**config.mk**
```make
export PLATFORM = sky130hd
export DESIGN_NAME = rpn_div_sequencer_flat
export DESIGN_NICKNAME = d
export VERILOG_FILES = /design/src/rtl/rpn_alu_pkg.sv /design/src/rtl/rpn_div_sequencer_if.sv /design/src/rtl/A_8bits_fullsubtractor.sv /design/src/rtl/rpn_div_sequencer.sv /design/src/flat_wrapper.sv
export SDC_FILE = /design/constraint.sdc
export NUM_CORES = 1
export LEC_CHECK = 0
export ABC_CLOCK_PERIOD_IN_PS = 10700
export CORE_ASPECT_RATIO = 1.75
export CORE_UTILIZATION = 47
export DETAILED_ROUTE_END_ITERATION = 16
export GPL_TIMING_DRIVEN = 0
export PLACE_DENSITY = 0.78
export SLEW_MARGIN = 30
export SYNTH_ARGS = -nofsm -noshare
export SYNTH_HDL_FRONTEND = slang
export SYNTH_SLANG_ARGS = --single-unit
```
**constraint.sdc**
```tcl
create_clock -name clk -period 10.7 [get_ports clk]
set_input_delay 3.21 -clock clk [delete_from_list [all_inputs] [get_ports clk]]
set_output_delay 3.21 -clock clk [all_outputs]
set_load 0.01 [all_outputs]
```
**src/rtl/rpn_alu_pkg.sv**
```systemverilog
// Shared definitions for the RPN ALU: divider state encoding and constants.
package rpn_alu_pkg;

    typedef enum logic [1:0] {
        ST_IDLE = 2'd0,
        ST_ITER = 2'd1,
        ST_DONE = 2'd2
    } div_state_e;

    localparam int          DIV_ITERATIONS       = 8;
    localparam logic [7:0]  DBZ_QUOTIENT_DEFAULT = 8'hFF;

endpackage

```
**src/rtl/rpn_div_sequencer_if.sv**
```systemverilog
// Launch/result bundle between the RPN operation decoder and the divider.
interface rpn_div_sequencer_if #(
    parameter int WIDTH = 8
);
    logic             start;
    logic [WIDTH-1:0] dividend;
    logic [WIDTH-1:0] divisor;
    logic             busy;
    logic             done;
    logic [WIDTH-1:0] quotient;
    logic [WIDTH-1:0] remainder;
    logic             div_by_zero;

    modport master (
        output start, dividend, divisor,
        input  busy, done, quotient, remainder, div_by_zero
    );

    modport slave (
        input  start, dividend, divisor,
        output busy, done, quotient, remainder, div_by_zero
    );
endinterface

```
**src/rtl/A_8bits_fullsubtractor.sv**
```systemverilog
// 8-bit ripple-borrow subtractor: Diff = A - B - Bi, Bo is the borrow out.
module A_8bits_fullsubtractor (
    input  logic [7:0] A,
    input  logic [7:0] B,
    input  logic       Bi,
    output logic [7:0] Diff,
    output logic       Bo
);
    logic [8:0] borrow_s;

    assign borrow_s[0] = Bi;

    for (genvar i = 0; i < 8; i++) begin : g_bit
        assign Diff[i]        = A[i] ^ B[i] ^ borrow_s[i];
        assign borrow_s[i+1]  = (~A[i] & B[i]) | (~(A[i] ^ B[i]) & borrow_s[i]);
    end

    assign Bo = borrow_s[8];
endmodule

```
**src/rtl/rpn_div_sequencer.sv**
```systemverilog
// Multi-cycle restoring 8-bit unsigned divider sharing one ripple subtractor
// for every trial subtraction; returns quotient/remainder with a done strobe.
module rpn_div_sequencer
    import rpn_alu_pkg::*;
#(
    parameter int         WIDTH        = 8,
    parameter logic [7:0] DBZ_QUOTIENT = DBZ_QUOTIENT_DEFAULT
) (
    input  logic               clk,
    input  logic               rst,
    rpn_div_sequencer_if.slave bus
);
    localparam int CNT_W = $clog2(DIV_ITERATIONS);

    div_state_e       state_q;
    logic [CNT_W-1:0] cnt_q;
    logic [WIDTH-1:0] r_q;
    logic [WIDTH-1:0] q_q;
    logic [WIDTH-1:0] d_q;
    logic [WIDTH-1:0] quotient_q;
    logic [WIDTH-1:0] remainder_q;
    logic             busy_q;
    logic             done_q;
    logic             dbz_q;

    logic [WIDTH-1:0] shift_s;
    logic [WIDTH-1:0] diff_s;
    logic [WIDTH-1:0] r_next_s;
    logic [WIDTH-1:0] q_next_s;
    logic             borrow_s;
    logic             take_s;

    // R[7] is the ninth trial bit: when set the trial value is >= 256 > D,
    // so the subtraction always succeeds and Diff is exact modulo 256.
    assign shift_s  = {r_q[WIDTH-2:0], q_q[WIDTH-1]};
    assign take_s   = r_q[WIDTH-1] | ~borrow_s;
    assign r_next_s = take_s ? diff_s : shift_s;
    assign q_next_s = {q_q[WIDTH-2:0], take_s};

    A_8bits_fullsubtractor u_trial_sub (
        .A    (shift_s),
        .B    (d_q),
        .Bi   (1'b0),
        .Diff (diff_s),
        .Bo   (borrow_s)
    );

    // Sequencer FSM, datapath shift registers and registered result outputs.
    always_ff @(posedge clk) begin
        if (rst) begin
            state_q     <= ST_IDLE;
            cnt_q       <= '0;
            r_q         <= '0;
            q_q         <= '0;
            d_q         <= '0;
            quotient_q  <= '0;
            remainder_q <= '0;
            busy_q      <= 1'b0;
            done_q      <= 1'b0;
            dbz_q       <= 1'b0;
        end else begin
            case (state_q)
                ST_IDLE: begin
                    if (bus.start) begin
                        r_q   <= '0;
                        q_q   <= bus.dividend;
                        d_q   <= bus.divisor;
                        cnt_q <= CNT_W'(DIV_ITERATIONS - 1);
                        if (bus.divisor == '0) begin
                            state_q     <= ST_DONE;
                            done_q      <= 1'b1;
                            quotient_q  <= DBZ_QUOTIENT;
                            remainder_q <= bus.dividend;
                            dbz_q       <= 1'b1;
                        end else begin
                            state_q <= ST_ITER;
                            busy_q  <= 1'b1;
                            dbz_q   <= 1'b0;
                        end
                    end
                end
                ST_ITER: begin
                    r_q   <= r_next_s;
                    q_q   <= q_next_s;
                    cnt_q <= cnt_q - CNT_W'(1);
                    if (cnt_q == '0) begin
                        state_q     <= ST_DONE;
                        busy_q      <= 1'b0;
                        done_q      <= 1'b1;
                        quotient_q  <= q_next_s;
                        remainder_q <= r_next_s;
                    end
                end
                ST_DONE: begin
                    done_q  <= 1'b0;
                    state_q <= ST_IDLE;
                end
                default: begin
                    state_q <= ST_IDLE;
                    busy_q  <= 1'b0;
                    done_q  <= 1'b0;
                end
            endcase
        end
    end

    assign bus.busy        = busy_q;
    assign bus.done        = done_q;
    assign bus.quotient    = quotient_q;
    assign bus.remainder   = remainder_q;
    assign bus.div_by_zero = dbz_q;
endmodule
```
**src/flat_wrapper.sv**
```systemverilog
// flat-port wrapper written by rule: the top's interface ports become plain ports
module rpn_div_sequencer_flat import rpn_alu_pkg::*;
#(
    parameter int         WIDTH        = 8,
    parameter logic [7:0] DBZ_QUOTIENT = DBZ_QUOTIENT_DEFAULT
)
  (clk, rst, bus_start, bus_dividend, bus_divisor, bus_busy, bus_done, bus_quotient, bus_remainder, bus_div_by_zero);
  rpn_div_sequencer_if #(.WIDTH(WIDTH)) bus_i ();
  input  logic clk;
  input  logic rst;
  input wire logic [$bits(bus_i.start)-1:0] bus_start;
  input wire logic [$bits(bus_i.dividend)-1:0] bus_dividend;
  input wire logic [$bits(bus_i.divisor)-1:0] bus_divisor;
  output wire logic [$bits(bus_i.busy)-1:0] bus_busy;
  output wire logic [$bits(bus_i.done)-1:0] bus_done;
  output wire logic [$bits(bus_i.quotient)-1:0] bus_quotient;
  output wire logic [$bits(bus_i.remainder)-1:0] bus_remainder;
  output wire logic [$bits(bus_i.div_by_zero)-1:0] bus_div_by_zero;
  assign bus_i.start = bus_start;
  assign bus_i.dividend = bus_dividend;
  assign bus_i.divisor = bus_divisor;
  assign bus_busy = bus_i.busy;
  assign bus_done = bus_i.done;
  assign bus_quotient = bus_i.quotient;
  assign bus_remainder = bus_i.remainder;
  assign bus_div_by_zero = bus_i.div_by_zero;
  rpn_div_sequencer #(.WIDTH(WIDTH), .DBZ_QUOTIENT(DBZ_QUOTIENT)) u_core (.clk(clk), .rst(rst), .bus(bus_i));
endmodule
```
======== After elaboration in Yosys (flattened, before gate mapping) ========
Index checks and enable logic that the tools add are counted.
word-level totals
  register bits ........................... 48
  input port bits ......................... 19
  output and inout bits ................... 19
  logic and storage cells ................. 110
operators by class
  $add $sub $neg .......................... 1
  equality and inequality tests ........... 6
  mux-type cells .......................... 28
  bitwise logic cells ..................... 55
  reductions and logical operators ........ 10
operator list
  operator                                                                 count
  8-bit two-way mux                                                        9
  8-bit case mux with 2 select lines                                       4
  1-bit NOT                                                                17
  1-bit AND                                                                15
  1-bit XOR                                                                15
  8-bit zero test                                                          1
  1-bit OR                                                                 8
  4-bit AND reduction                                                      2
  1-bit two-way mux                                                        7
  2-bit two-way mux                                                        3
  3-bit case mux with 2 select lines                                       1
  2-bit AND reduction                                                      3
  2-bit by 1-bit inequality test with 1-bit output, second input constant  2
  2-bit inequality test, second input constant                             2
  2-bit case mux with 2 select lines                                       1
  3-bit zero test                                                          1
  3-bit two-way mux                                                        1
  1-bit case mux with 3 select lines                                       1
  3-bit AND reduction                                                      1
  3-bit by 1-bit subtractor with 3-bit output, second input constant       1
  2-bit by 1-bit equality test with 1-bit output, second input constant    1
  2-bit equality test, second input constant                               1
  2-bit zero test                                                          1
  1-bit case mux with 2 select lines                                       1
  2-bit nonzero test                                                       1

======== Depth between registers and ports, before layout ========
  depth in word-level cells ............... 21
  depth in mapped cells ................... 13
  mapped depth without buffers ............ 12

======== Hierarchy ========
From an unflattened synthesis, not the netlist that was laid out.
unflattened totals
  cell total of the unflattened synthesis .. 275
  area, all modules ....................... 2422.3 µm²
modules (own cells, without submodules)
  module                  times used  cells each  area an instance (µm²)  seq. area each (µm²)
  rpn_div_sequencer       1           249         2194.6                  960.9
  A_8bits_fullsubtractor  1           26          227.7                   0.0

======== Least setup slack after synthesis ========
OpenSTA, ideal clock, no wires.
  path kind ............................... input to register
  start point ............................. input bus_divisor[6]
  end point ............................... register u_core.quotient_q[3], in the netlist u_core.bus.quotient[3]
  setup time .............................. 0.059 ns
  arrival time ............................ 4.469 ns
  required time ........................... 10.641 ns
  path slack .............................. 6.172 ns
  stages .................................. 4
  path buffers ............................ 1
  cells stage by stage .................... or4_1 -> o31ai_4 -> buf_6 -> o221a_2
between the ends
  longest elaborated chain between the ends .. 3
RTL lines
  what                                                        line                     text
  start: declaration                                          flat_wrapper.sv:13       input wire logic [$bits(bus_i.divisor)-1:0] bus_divisor;
  8-bit zero test                                             rpn_div_sequencer.sv:69  if (bus.divisor == '0) begin
  2-bit by 1-bit inequality test with 1-bit output (no line)  -
  4-bit AND reduction (no line)                               -
  end signal: assignment                                      rpn_div_sequencer.sv:90  quotient_q <= q_next_s;
  end: declaration                                            rpn_div_sequencer.sv:20  logic [WIDTH-1:0] quotient_q;
No other way between the ends.
A chain may end at the register's enable or synchronous reset.

======== Worst setup path after layout ========
  start point ............................. input bus_start
  end point ............................... register u_core.q_q[6]
between the ends
  longest elaborated chain between the ends .. 2
RTL lines
  what                             line                     text
  start: declaration               flat_wrapper.sv:11       input wire logic [$bits(bus_i.start)-1:0] bus_start;
  2-bit inequality test (no line)  -
  2-bit AND reduction (no line)    -
  end signal: assignment           rpn_div_sequencer.sv:66  q_q <= bus.dividend;
  end signal: assignment           rpn_div_sequencer.sv:84  q_q <= q_next_s;
  end: declaration                 rpn_div_sequencer.sv:18  logic [WIDTH-1:0] q_q;
No other way between the ends.

==> impl_metrics.ini <==
[synth]
synth.distinct_cells = 31
synthArstFlopShare_pct = 0
syn_area_mm2 = 0.00223
synth_seq_cells = 48
yosysWarnings = 0
yosysSeqAreaShare_pct = 43.1
synthCells = 239
ys.flop_type = dfxtp_1
postSynthAreaPerCell_um2 = 9.33
syn-num-nets = 268
synth_edf_count = 0

[cells_and_area]
layout.nets = 312
antennaDiodeCount = 0
syn2layout_area_growth_pct = 23.0
fin_util_pct = 61.1
drive_gt1_share_pct = 7.77

[floorplan]
io_pins = 38
initial_core_util_pct = 49.7
dieArea_mm2 = 0.00503
die_y_um = 93.1
core_region_area_mm2 = 0.00448
die_w_um = 54.1
rows = 32

[sta]
setup_violations = 0
tightestPinTransition_ps = 938
finalHoldViolCount = 0
min_period_ps = 4840
fmax_mhz = 207
final.setup.tns_ps = 0
post-route-period-util_pct = 45.2
slew_headroom_pct = 37.0
skew_ps = 3.69
finalMaxSlewViolations = 0
rsz0062_at_grt = no

[routing]
num_vias = 1942
viasPerCell = 5.81
dr.pass1.iters = 4
drt_wl_total_um = 5390
first_iter_violations = 49
wl_per_cell_um = 16.1
remaining_drc_errors = 0
ant_nets = 0

[grt]
grtUsageTotal_pct = 23.9
grt_overflow_total = 0
grt_max_degree = 14
grt_pass1_wl_um = 8670
antenna_found_initial = 0
grt_pass1_vias = 1884

[critical_path]
worstSetupStartpointType = input pin
cp_slowest_cell = nor3b_2
critical-path-max-stage-delay_ps = 560
endpoint_kind = flip-flop
required_ps = 10920
cp.arrival_ps = 5050
path_cells = clkdlybuf4s50_1 > nor3b_2 > clkbuf_1 > nand2_1 > a311oi_1
crit_fanout = 10
crit_type = input pin to flip-flop

[clock_tree]
cts_resized = 0
cts_tree = done
tritoncts.num_buffers = 5
htreeDepth = 2
cts_max_path_buffers = 2
clk_pin_slew_ps = 90
cts-root-buf = clkbuf_8
cts.sinks = 48
cts_hold_buf = 0
post-cts-setup-buffers = 0
clock_latency_ps = 300

[pwr]
ir_worst_vdd_mv = 0.134
p_leak_nw = 0.970
power_mw = 0.439
p_per_area_mw_per_mm2 = 160

[place]
place_congestion = 0.873
port_buffers = 37
dp_hpwl_um = 4120

[run]
cap_violations = 0

[min_path]
hold_class = flip-flop to flip-flop

[run_status]
status = completed
## where the power goes
part	leakage [nW]	switching (mW)	internal (mW)
clock network	0.0410	0.0593	0.0446
logic	0.535	0.0679	0.0586
registers	0.393	0.0122	0.197
total	0.970	0.139	0.300
## synth_stat cells (5+ instances only)
library cell / n / area share (%)
a311oi_1: 24 / 9.4
nand2_1: 50 / 8.4
o221a_2: 8 / 4.0
inv_1: 11 / 1.9
clkbuf_1: 11 / 1.9
a21oi_1: 19 / 4.3
nor2_1: 9 / 1.5
fa_1: 7 / 6.3
dfxtp_1: 48 / 43
nor3b_1: 8 / 2.7
a211oi_1: 5 / 1.7
a211o_1: 8 / 3.1
## kinds of logic (layout without fill, tap and decap cells)
kind of cell | Yosys count | count (layout) | synth area share (%)
buffers and inverters | 30 | 74 | 6.12
adders and majority gates | 10 | 10 | 7.97
and+or+nand+nor | 82 | 82 | 18.1
AOI/OAI and AO/OA | 69 | 69 | 24.7
DFF | 48 | 48 | 43.1
## metal layers
layer | track usage (%) | vias to the layer above | share of wire [%]
met1 | 25.9 | 928 | 40
li1 | - | 954 | -
met2 | 41.4 | 51 | 54
met3 | 4.23 | 9 | 3.7
met5 | 0 | - | 0
met4 | 13.0 | 0 | 2.9
## worst paths after layout
kind                                     endpoint  slack [ps]                         start  cells past startpoint
min                  u_core.bus.busy$_SDFFE_PP0P_         460  u_core.bus.busy$_SDFFE_PP0P_                      2
max reg2reg  u_core.bus.remainder[3]$_SDFFE_PP0P_        6200    u_core.q_q[7]$_SDFFE_PP0P_                     13
max                    u_core.q_q[6]$_SDFFE_PP0P_        5860                     bus_start                      5
min reg2reg          u_core.bus.busy$_SDFFE_PP0P_         460  u_core.bus.busy$_SDFFE_PP0P_                      2
## sequential cells by signal (all words and copies together), names as in the netlist
signal / cells
u_core.bus.quotient: 8
u_core.bus.remainder: 8
u_core.d_q: 8
u_core.q_q: 8
u_core.r_q: 8
u_core.cnt_q: 3
u_core.state_q: 2
u_core.bus.busy: 1
u_core.bus.div_by_zero: 1
u_core.bus.done: 1
## worst max-delay path, delay by kind of cell
family,cells,cell delay (ps)
buffers and inverters,2,910
AOI/OAI and AO/OA,1,250
and+or+nand+nor,2,680
## cells in the final DEF (no fill, tap or decap), types with 5 or more instances in the layout
cell type | synthesis | final
a211o_1 | 8 | 8
inv_1 | 11 | 11
clkdlybuf4s50_1 | 0 | 37
nor3b_1 | 8 | 8
a21oi_1 | 19 | 19
a311oi_1 | 24 | 24
a211oi_1 | 5 | 5
clkbuf_1 | 11 | 12
clkbuf_8 | 0 | 5
o221a_2 | 8 | 8
nor2_1 | 9 | 9
dfxtp_1 | 48 | 48
nand2_1 | 50 | 50
fa_1 | 7 | 7
## area by class of cell
type	instances	area, µm²
repair buffers	37	370
fillers	393	1740
well taps	51	63.8
inverters	12	45.0
multi-input cells	161	1130
flip-flops and latches	48	961
plain buffers	18	91.3
clock inverters	1	5.00
clock buffers	6	72.6
## through the flow
| step | setup WS [ps] | instance area [µm²] | std cells | hold WS (ps) |
|---|---|---|---|---|
| 2_1_floorplan | 6170 | 2230 | 239 | 441 |
| 3_3_place_gp | 5570 | 2660 | 327 | 449 |
| 3_5_place_dp | 5560 | 2660 | 327 | 451 |
| 4_1_cts | 5880 | 2740 | 334 | 462 |
| 5_1_grt | 5750 | 2740 | 334 | 487 |
| 6_report | 5860 | 2740 | 334 | 457 |
Note: power is estimated with default switching activity, not from simulation.
